$ cat config.mk
export PLATFORM = sky130hd
export DESIGN_NAME = scan_chain_loader
export DESIGN_NICKNAME = d
export VERILOG_FILES = /design/src/rtl/scan_chain_loader.sv
export SDC_FILE = /design/constraint.sdc
export NUM_CORES = 1
export LEC_CHECK = 0
export ABC_AREA = 1
export CORE_MARGIN = 2
export CORE_UTILIZATION = 46
export CTS_CLUSTER_DIAMETER = 100
export DETAILED_ROUTE_END_ITERATION = 16
export PLACE_DENSITY = 0.74
export SLEW_MARGIN = 20
export SYNTH_ARGS = -nofsm -noshare
export SYNTH_HDL_FRONTEND = slang
export SYNTH_SLANG_ARGS = --single-unit
$ cat constraint.sdc
create_clock -name ctrl_clk -period 1.3 [get_ports ctrl_clk]
set_input_delay 0.195 -clock ctrl_clk [delete_from_list [all_inputs] [get_ports ctrl_clk]]
set_output_delay 0.195 -clock ctrl_clk [all_outputs]
set_load 0.05 [all_outputs]
$ cat src/rtl/scan_chain_loader.sv
// Scan-chain configuration loader: accepts words over valid/ready, shifts them MSB-first
// onto the chain with a generated shift clock. Tail readback is built when SCAN_READBACK_EN is defined.
module scan_chain_loader #(
    parameter int unsigned CHAIN_LEN = 64,
    parameter int unsigned WORD_W    = 8
) (
    input  logic              ctrl_clk,
    input  logic              rst_n,
    input  logic              start,
    input  logic [WORD_W-1:0] in_data,
    input  logic              in_valid,
    output logic              in_ready,
    output logic              scan_clk,
    output logic              scan_out,
    input  logic              scan_in,
    output logic              busy,
    output logic              done,
    output logic [WORD_W-1:0] rb_data,
    output logic              rb_valid
);
    localparam int unsigned CNT_W = $clog2(CHAIN_LEN + 1);
    localparam int unsigned WB_W  = $clog2(WORD_W + 1);

    typedef enum logic [2:0] {
        S_IDLE,
        S_LOAD,
        S_SHIFT_LO,
        S_SHIFT_HI,
        S_DONE
    } state_t;

    state_t            r_state;
    logic [WORD_W-1:0] r_shift;
    logic [CNT_W-1:0]  r_bit_cnt;
    logic [WB_W-1:0]   r_word_bits;
    logic              r_in_ready;
    logic              r_scan_clk;
    logic              r_scan_out;
    logic              r_busy;
    logic              r_done;

    logic [WORD_W-1:0] w_shift_nxt;
    logic [CNT_W-1:0]  w_bit_cnt_nxt;
    logic [WB_W-1:0]   w_word_bits_nxt;
    logic              w_last_bit;
    logic              w_word_end;

    assign w_shift_nxt     = r_shift << 1;
    assign w_bit_cnt_nxt   = r_bit_cnt + CNT_W'(1);
    assign w_word_bits_nxt = r_word_bits + WB_W'(1);
    assign w_last_bit      = (w_bit_cnt_nxt == CNT_W'(CHAIN_LEN));
    assign w_word_end      = (w_word_bits_nxt == WB_W'(WORD_W));

    // Main sequencer; scan_out is updated only on entry to SHIFT_LO so it is stable across the scan_clk high phase.
    always_ff @(posedge ctrl_clk or negedge rst_n) begin
        if (!rst_n) begin
            r_state     <= S_IDLE;
            r_shift     <= '0;
            r_bit_cnt   <= '0;
            r_word_bits <= '0;
            r_in_ready  <= 1'b0;
            r_scan_clk  <= 1'b0;
            r_scan_out  <= 1'b0;
            r_busy      <= 1'b0;
            r_done      <= 1'b0;
        end else begin
            case (r_state)
                S_IDLE: begin
                    if (start) begin
                        r_state    <= S_LOAD;
                        r_bit_cnt  <= '0;
                        r_in_ready <= 1'b1;
                        r_busy     <= 1'b1;
                    end
                end
                S_LOAD: begin
                    if (in_valid && r_in_ready) begin
                        r_state     <= S_SHIFT_LO;
                        r_shift     <= in_data;
                        r_word_bits <= '0;
                        r_scan_out  <= in_data[WORD_W-1];
                        r_in_ready  <= 1'b0;
                    end
                end
                S_SHIFT_LO: begin
                    r_state    <= S_SHIFT_HI;
                    r_scan_clk <= 1'b1;
                end
                S_SHIFT_HI: begin
                    r_scan_clk  <= 1'b0;
                    r_bit_cnt   <= w_bit_cnt_nxt;
                    r_word_bits <= w_word_bits_nxt;
                    r_shift     <= w_shift_nxt;
                    if (w_last_bit) begin
                        r_state <= S_DONE;
                        r_done  <= 1'b1;
                    end else if (w_word_end) begin
                        r_state    <= S_LOAD;
                        r_in_ready <= 1'b1;
                    end else begin
                        r_state    <= S_SHIFT_LO;
                        r_scan_out <= w_shift_nxt[WORD_W-1];
                    end
                end
                S_DONE: begin
                    r_state <= S_IDLE;
                    r_done  <= 1'b0;
                    r_busy  <= 1'b0;
                end
                default: begin
                    r_state    <= S_IDLE;
                    r_in_ready <= 1'b0;
                    r_scan_clk <= 1'b0;
                    r_busy     <= 1'b0;
                    r_done     <= 1'b0;
                end
            endcase
        end
    end

    assign in_ready = r_in_ready;
    assign scan_clk = r_scan_clk;
    assign scan_out = r_scan_out;
    assign busy     = r_busy;
    assign done     = r_done;

`ifdef SCAN_READBACK_EN
    logic [WORD_W-1:0] r_rb_shift;
    logic [WORD_W-1:0] r_rb_data;
    logic              r_rb_valid;
    logic [WORD_W-1:0] w_rb_shift_nxt;

    assign w_rb_shift_nxt = (r_rb_shift << 1) | WORD_W'(scan_in);

    // Tail is sampled in SHIFT_LO, before the chain sees this bit's capture edge.
    always_ff @(posedge ctrl_clk or negedge rst_n) begin
        if (!rst_n) begin
            r_rb_shift <= '0;
            r_rb_data  <= '0;
            r_rb_valid <= 1'b0;
        end else begin
            r_rb_valid <= 1'b0;
            if (r_state == S_SHIFT_LO) begin
                r_rb_shift <= w_rb_shift_nxt;
                if (r_word_bits == WB_W'(WORD_W - 1)) begin
                    r_rb_data  <= w_rb_shift_nxt;
                    r_rb_valid <= 1'b1;
                end
            end else if (r_state == S_SHIFT_HI && w_last_bit && !w_word_end) begin
                // Partial final word: left-align, stale upper bits shift out and zeros fill the bottom.
                r_rb_data  <= r_rb_shift << (WORD_W - 32'(w_word_bits_nxt));
                r_rb_valid <= 1'b1;
            end
        end
    end

    assign rb_data  = r_rb_data;
    assign rb_valid = r_rb_valid;
`else
    logic w_unused_scan_in;
    assign w_unused_scan_in = scan_in;
    assign rb_data          = '0;
    assign rb_valid         = 1'b0;
`endif

endmodule

### After elaboration in Yosys (flattened, before gate mapping)

Cells that the tools add are included.

| cells by class | value |
|---|---|
| add/sub/neg operators | 2 |
| eq/ne operators | 12 |
| muxes and demuxes | 24 |
| bitwise logic cells | 3 |
| reduce and logical (&&, ||, !) cells | 15 |

Operators with widths:

| kind | count |
|---|---|
| 7-bit case mux with 2 select lines | 2 |
| 7-bit 2-to-1 mux | 2 |
| 2-bit inequality test (second input constant) | 6 |
| 3-bit case mux with 4 select lines | 1 |
| 2-bit AND reduction | 5 |
| 3-bit 2-to-1 mux | 3 |
| 3-bit OR reduction | 3 |
| 1-bit 2-to-1 mux | 8 |
| 1-bit case mux with 2 select lines | 4 |
| 4-bit case mux with 2 select lines | 1 |
| 7-bit by 1-bit adder with 7-bit output (second input constant) | 1 |
| 7-bit equality test (second input constant) | 1 |
| 3-bit by 2-bit equality test with 1-bit output (second input constant) | 2 |
| 5-bit AND reduction | 1 |
| 4-bit by 1-bit adder with 4-bit output (second input constant) | 1 |
| 4-bit equality test (second input constant) | 1 |
| 4-bit 2-to-1 mux | 1 |
| 1-bit case mux with 4 select lines | 1 |
| 4-bit AND reduction | 1 |
| 2-bit nonzero test | 2 |
| 3-bit by 1-bit equality test with 1-bit output (second input constant) | 1 |
| 3-bit equality test (second input constant) | 1 |
| 3-bit zero test | 1 |
| 1-bit inverter | 3 |
| other kinds (3) | 3 |

| storage, ports and cells | value |
|---|---|
| register bits after elaboration | 26 |
| input bits | 13 |
| output and inout port bits | 14 |
| logic and storage cells | 65 |

### Depth between registers and ports, before layout

| logic depth | value |
|---|---|
| depth after elaboration | 5 |
| mapped depth | 11 |
| gate-level depth less buffers | 11 |

### Least setup slack after synthesis

OpenSTA, ideal clock, no wires.

| path | value |
|---|---|
| path kind | reg2reg |
| start point | register r_bit_cnt[0] |
| end point | register r_in_ready, in the netlist in_ready |
| setup time | 0.120 ns |
| arrival time | 1.266 ns |
| data required time | 1.180 ns |
| slack | -0.086 ns |
| stages on the path, launching flop included | 10 |
| buffers on the path | 0 |
| period minus slack after synthesis | 1.386 ns |
| cell sequence | dfrtp_1 > ha_1 > nand2_1 > nor2_1 > nand2_1 > nand3b_1 > nor2_1 > nand3_2 > nand3_1 > nand2_1 |

| between the ends | value |
|---|---|
| cells in the longest elaborated chain, start to end | 4 |

Ends and longest elaborated chain:

| element | RTL line | source |
|---|---|---|
| start, declared | 34 | `logic [CNT_W-1:0] r_bit_cnt;` |
| start signal, assigned | 91 | `r_bit_cnt <= w_bit_cnt_nxt;` |
| 7-bit by 1-bit adder with 7-bit output | 49 | `assign w_bit_cnt_nxt = r_bit_cnt + CNT_W'(1);` |
| 7-bit equality test | 51 | `assign w_last_bit = (w_bit_cnt_nxt == CNT_W'(CHAIN_LEN));` |
| 2-bit inequality test (no source line) | - |  |
| 5-bit AND reduction (no source line) | - |  |
| end signal, assigned | 61 | `r_in_ready <= 1'b0;` |
| end signal, assigned | 72 | `r_in_ready <= 1'b1;` |
| end signal, assigned | 82 | `r_in_ready <= 1'b0;` |
| end, declared | 36 | `logic r_in_ready;` |

No other way between the ends.
A chain may end at the register's enable or synchronous reset.

### Worst setup path in the final report

| path | value |
|---|---|
| start point | register r_bit_cnt[0] |
| end point | register r_scan_out, in the netlist scan_out |

| between the ends | value |
|---|---|
| cells in the longest elaborated chain, start to end | 4 |

Ends and longest elaborated chain:

| element | RTL line | source |
|---|---|---|
| 7-bit by 1-bit adder with 7-bit output | 49 |  |
| 7-bit equality test | 51 |  |
| 2-bit inequality test (no source line) | - |  |
| 4-bit AND reduction (no source line) | - |  |
| end signal, assigned | 81 | `r_scan_out <= in_data[WORD_W-1];` |
| end signal, assigned | 102 | `r_scan_out <= w_shift_nxt[WORD_W-1];` |
| end, declared | 38 | `logic r_scan_out;` |

No other way between the ends.

==> flow_summary.ini <==
[hold_path]
holdCritPathClass = in2async

[clock_tree]
cts_clock_pin_slew_for_the_worst_setup_and_hold_paths_ps = 140
numClockSinks = 26
cts_tree = yes
post_cts_hold_buffer_count = 0
clockBufferDepth = 2
insertion_delay_ps = 320
cts.root.buffer_cell = sky130_fd_sc_hd__clkbuf_4
cts-buffers-inserted = 3
h-tree-depth = 1

[setup_path]
crit_path_top_delay_cell = sky130_fd_sc_hd__dfrtp_1
r2r_end = scan_out$_DFFE_PN0P_
worst_setup_path_start_kind = flip-flop
timing_worst_setup_path_type = reg2reg
cp_startpoint = r_bit_cnt[0]$_DFFE_PN0P_
worst-path-max-fanout = 4
endpoint_kind = flip-flop
cp_cell_sequence = ha_4 > nand2_2 > nor2_2 > nand2_1 > nand3b_1 > nor2_2 > nand3_2 > nand3b_1 > nand2_1
endpoint = scan_out$_DFFE_PN0P_
max_stage_delay_ps = 450
timing.reg2reg.worst_path_depth = 9
crit-reg2reg-launch = r_bit_cnt[0]$_DFFE_PN0P_
worst_ep_required_time_ps = 1530
worstPathArrival_ps = 1760
regToRegSetupSlack_ps = -230

[sta]
timing_hold_violations_final = 0
rsz0062_at_grt = true
finalMaxSlewViolations = 0
report.final.setup_viol = 10
finalCriticalPeriod_ps = 1528
final_critical_path_setup_slack_ps = -228.4
skew_ps = 3.883
fmax_mhz = 654.3
final_min_period_over_clock_period = 1.176

[power]
power_per_cell_area_nw_per_um2 = 2022
share_seq_of_total_power = 0.321
total_power_w = 0.004279
netSwitchingFraction = 0.4302
cell_internal_pwr_w = 0.002438
leakage_component_of_the_power_nw = 1.012
netSwitchingPower_w = 0.001841
power.clock.fraction = 0.083
combPwrFrac = 0.596
power.ir.vdd_worst_mv = 0.8710

[floorplanning]
floorplan.initialDensity = 0.4873
dieWidth_um = 60.87
die_h_um = 60.87
core_area_um2 = 3053
ios = 27
number_of_cell_rows = 20
die-area_um2 = 3705

[route]
vias_per_cell = 4.989
drtPass1Iterations = 6
detail_route.drc_violations = 0
route.detailed.wl_per_inst_um = 12.58
vias = 1352
initialDrtViolationCount = 68
postRouteAntennaNets = 0
finalWirelength_mm = 3.408

[synth]
synth-edff-count = 0
syn-cell-area_um2 = 1488
yosysWarnings = 0
synth-seq-area-share = 0.4373
synth_ff_type = sky130_fd_sc_hd__dfrtp_1
synthArstFlopShare = 1.000
syn-mean-instance-area_um2 = 8.219
ys_types = 31
count_of_state_elements_after_synthesis = 26
number_of_instances_in_the_synthesized_netlist = 181

[final_layout]
final_net_count = 243
layoutNonFillerInstCount = 271
fraction_of_layout_instances_using_a_drive_strength_above_1 = 0.3612
final_core_util = 0.6930
area_growth_syn_to_layout_pct = 42.22
insertedDiodeCount = 0

[placement]
io_buffer_count = 16
routabilityCongestion = 0.8438
dp_cells = 256
post-place-ws_ps = -149.2
hpwl_mm = 2.188

[grt]
grt_antenna_before_repair = 0
vias_in_the_first_global_route = 1349
grt-ovfl-total = 0
first_pass_grt_wire_length_mm = 5.658
maximum_number_of_pins_on_one_net_before_global_route_repair = 27
overall_fraction_of_global_route_tracks_in_use = 0.2081

[run_status]
violations = negative setup slack
run_status = finished, violations left

[flow_run]
maxCapViolations = 0
[worst min path at each step]
stage	from	endpoint	depth (start not counted)
after floorplan	rst_n	busy$_DFFE_PN0P_	0
after global placement	r_word_bits[0]$_DFFE_PN0P_	r_word_bits[0]$_DFFE_PN0P_	1
after detailed placement	r_word_bits[0]$_DFFE_PN0P_	r_word_bits[0]$_DFFE_PN0P_	1
after CTS	rst_n	r_word_bits[1]$_DFFE_PN0P_	2
after global routing	rst_n	r_bit_cnt[0]$_DFFE_PN0P_	2
final	rst_n	r_bit_cnt[3]$_DFFE_PN0P_	2
[cell usage after synthesis, types with 2 or more instances]
cell type                   n  area, um^2
sky130_fd_sc_hd__a21oi_1    3       15.01
sky130_fd_sc_hd__buf_4      9       67.56
sky130_fd_sc_hd__buf_6      2       22.52
sky130_fd_sc_hd__dfrtp_1   26       650.6
sky130_fd_sc_hd__ha_1       2       25.02
sky130_fd_sc_hd__inv_1     19       71.32
sky130_fd_sc_hd__inv_2      3       11.26
sky130_fd_sc_hd__nand2_1   51       191.4
sky130_fd_sc_hd__nand2_2    2       12.51
sky130_fd_sc_hd__nand3_1   13       65.06
sky130_fd_sc_hd__nand3_4    2       35.03
sky130_fd_sc_hd__nand3b_1   2       15.01
sky130_fd_sc_hd__nor2_1    12       45.04
sky130_fd_sc_hd__nor2_2     2       12.51
sky130_fd_sc_hd__o211ai_1   2       15.01
sky130_fd_sc_hd__o211ai_2   2       25.02
sky130_fd_sc_hd__o21ai_0   13       65.06
sky130_fd_sc_hd__o21ai_2    2       17.52
sky130_fd_sc_hd__xor2_1     2       17.52
[critical path, delay by kind of cell (launching register included)]
family,cells,cell delay (ps)
and+or+nand+nor,8,790
DFF,1,450
adders and majority gates,1,200
[power groups by stage]
stage | Sequential, W | Clock (W) | Combinational [W]
2_1_floorplan | 0.00144 | 0 | 0.00122
3_3_place_gp | 0.00133 | 0 | 0.00192
3_5_place_dp | 0.00135 | 0 | 0.00198
4_1_cts | 0.00135 | 0.000363 | 0.00230
5_1_grt | 0.00140 | 0.000403 | 0.00281
6_report | 0.00138 | 0.000353 | 0.00255
[sequential cells by signal, summed over array words and instances, names as in the netlist]
name	count
in_ready	1
busy	1
r_bit_cnt	7
scan_out	1
done	1
r_state	3
scan_clk	1
r_word_bits	4
r_shift	7
[cell usage in the layout (no fill, tap or decap), drive strengths merged, types with 2 or more instances in the layout]
cell type and instances:
dfrtp 26, nor2 14, a21oi 3, nand3 16, clkdlybuf4s50 11, xor2 2
ha 2, o21ai 16, o211ai 4, buf 35, clkbuf 4, nand2 55
inv 22, conb 9, nand3b 2
[logic make-up after synthesis]
family                     Yosys count  synth area share
other                                1          0.002521
xor gates and xnor gates             2           0.01178
AOI/OAI and AO/OA                   27            0.1161
buffers and inverters               35            0.1329
adders and majority gates            2           0.01682
and+or+nand+nor                     88            0.2826
DFF                                 26            0.4373
[final cells by class]
class | count | area [um^2]
inverter | 22 | 90.09
fill | 241 | 937.1
clock buffer | 4 | 26.28
tap | 44 | 55.05
multi-input combinational | 129 | 813.3
timing repair buffer | 46 | 475.5
sequential | 26 | 655.6
[routing by layer]
metal	track usage	vias up	wire, um
met3	0.03625	6	154
met1	0.2497	647	1404
met5	0	-	0
met4	0.08696	0	48
met2	0.3671	44	1801
li1	-	655	-
[stage by stage]
| stage | TNS [ps] | area, um^2 | hold WS [ps] |
|---|---|---|---|
| after floorplan | -42.53 | 1531 | -100.6 |
| after global placement | -579.7 | 1844 | 483.5 |
| after detailed placement | -1246 | 1844 | 499.4 |
| after CTS | -873.3 | 2018 | 202.0 |
| after global routing | -2731 | 2116 | 205.0 |
| final | -1454 | 2116 | 204.7 |
[repair_timing]
item / CTS / global route
hold endpoints to repair: 0 / 0
setup endpoints to repair: 18 / 24
gates cloned: 1 / 0
gates resized for setup: 24 / 19
buffers inserted: 8 / 2
pin swaps: 13 / 11
Power figures use the tool's default switching activity.
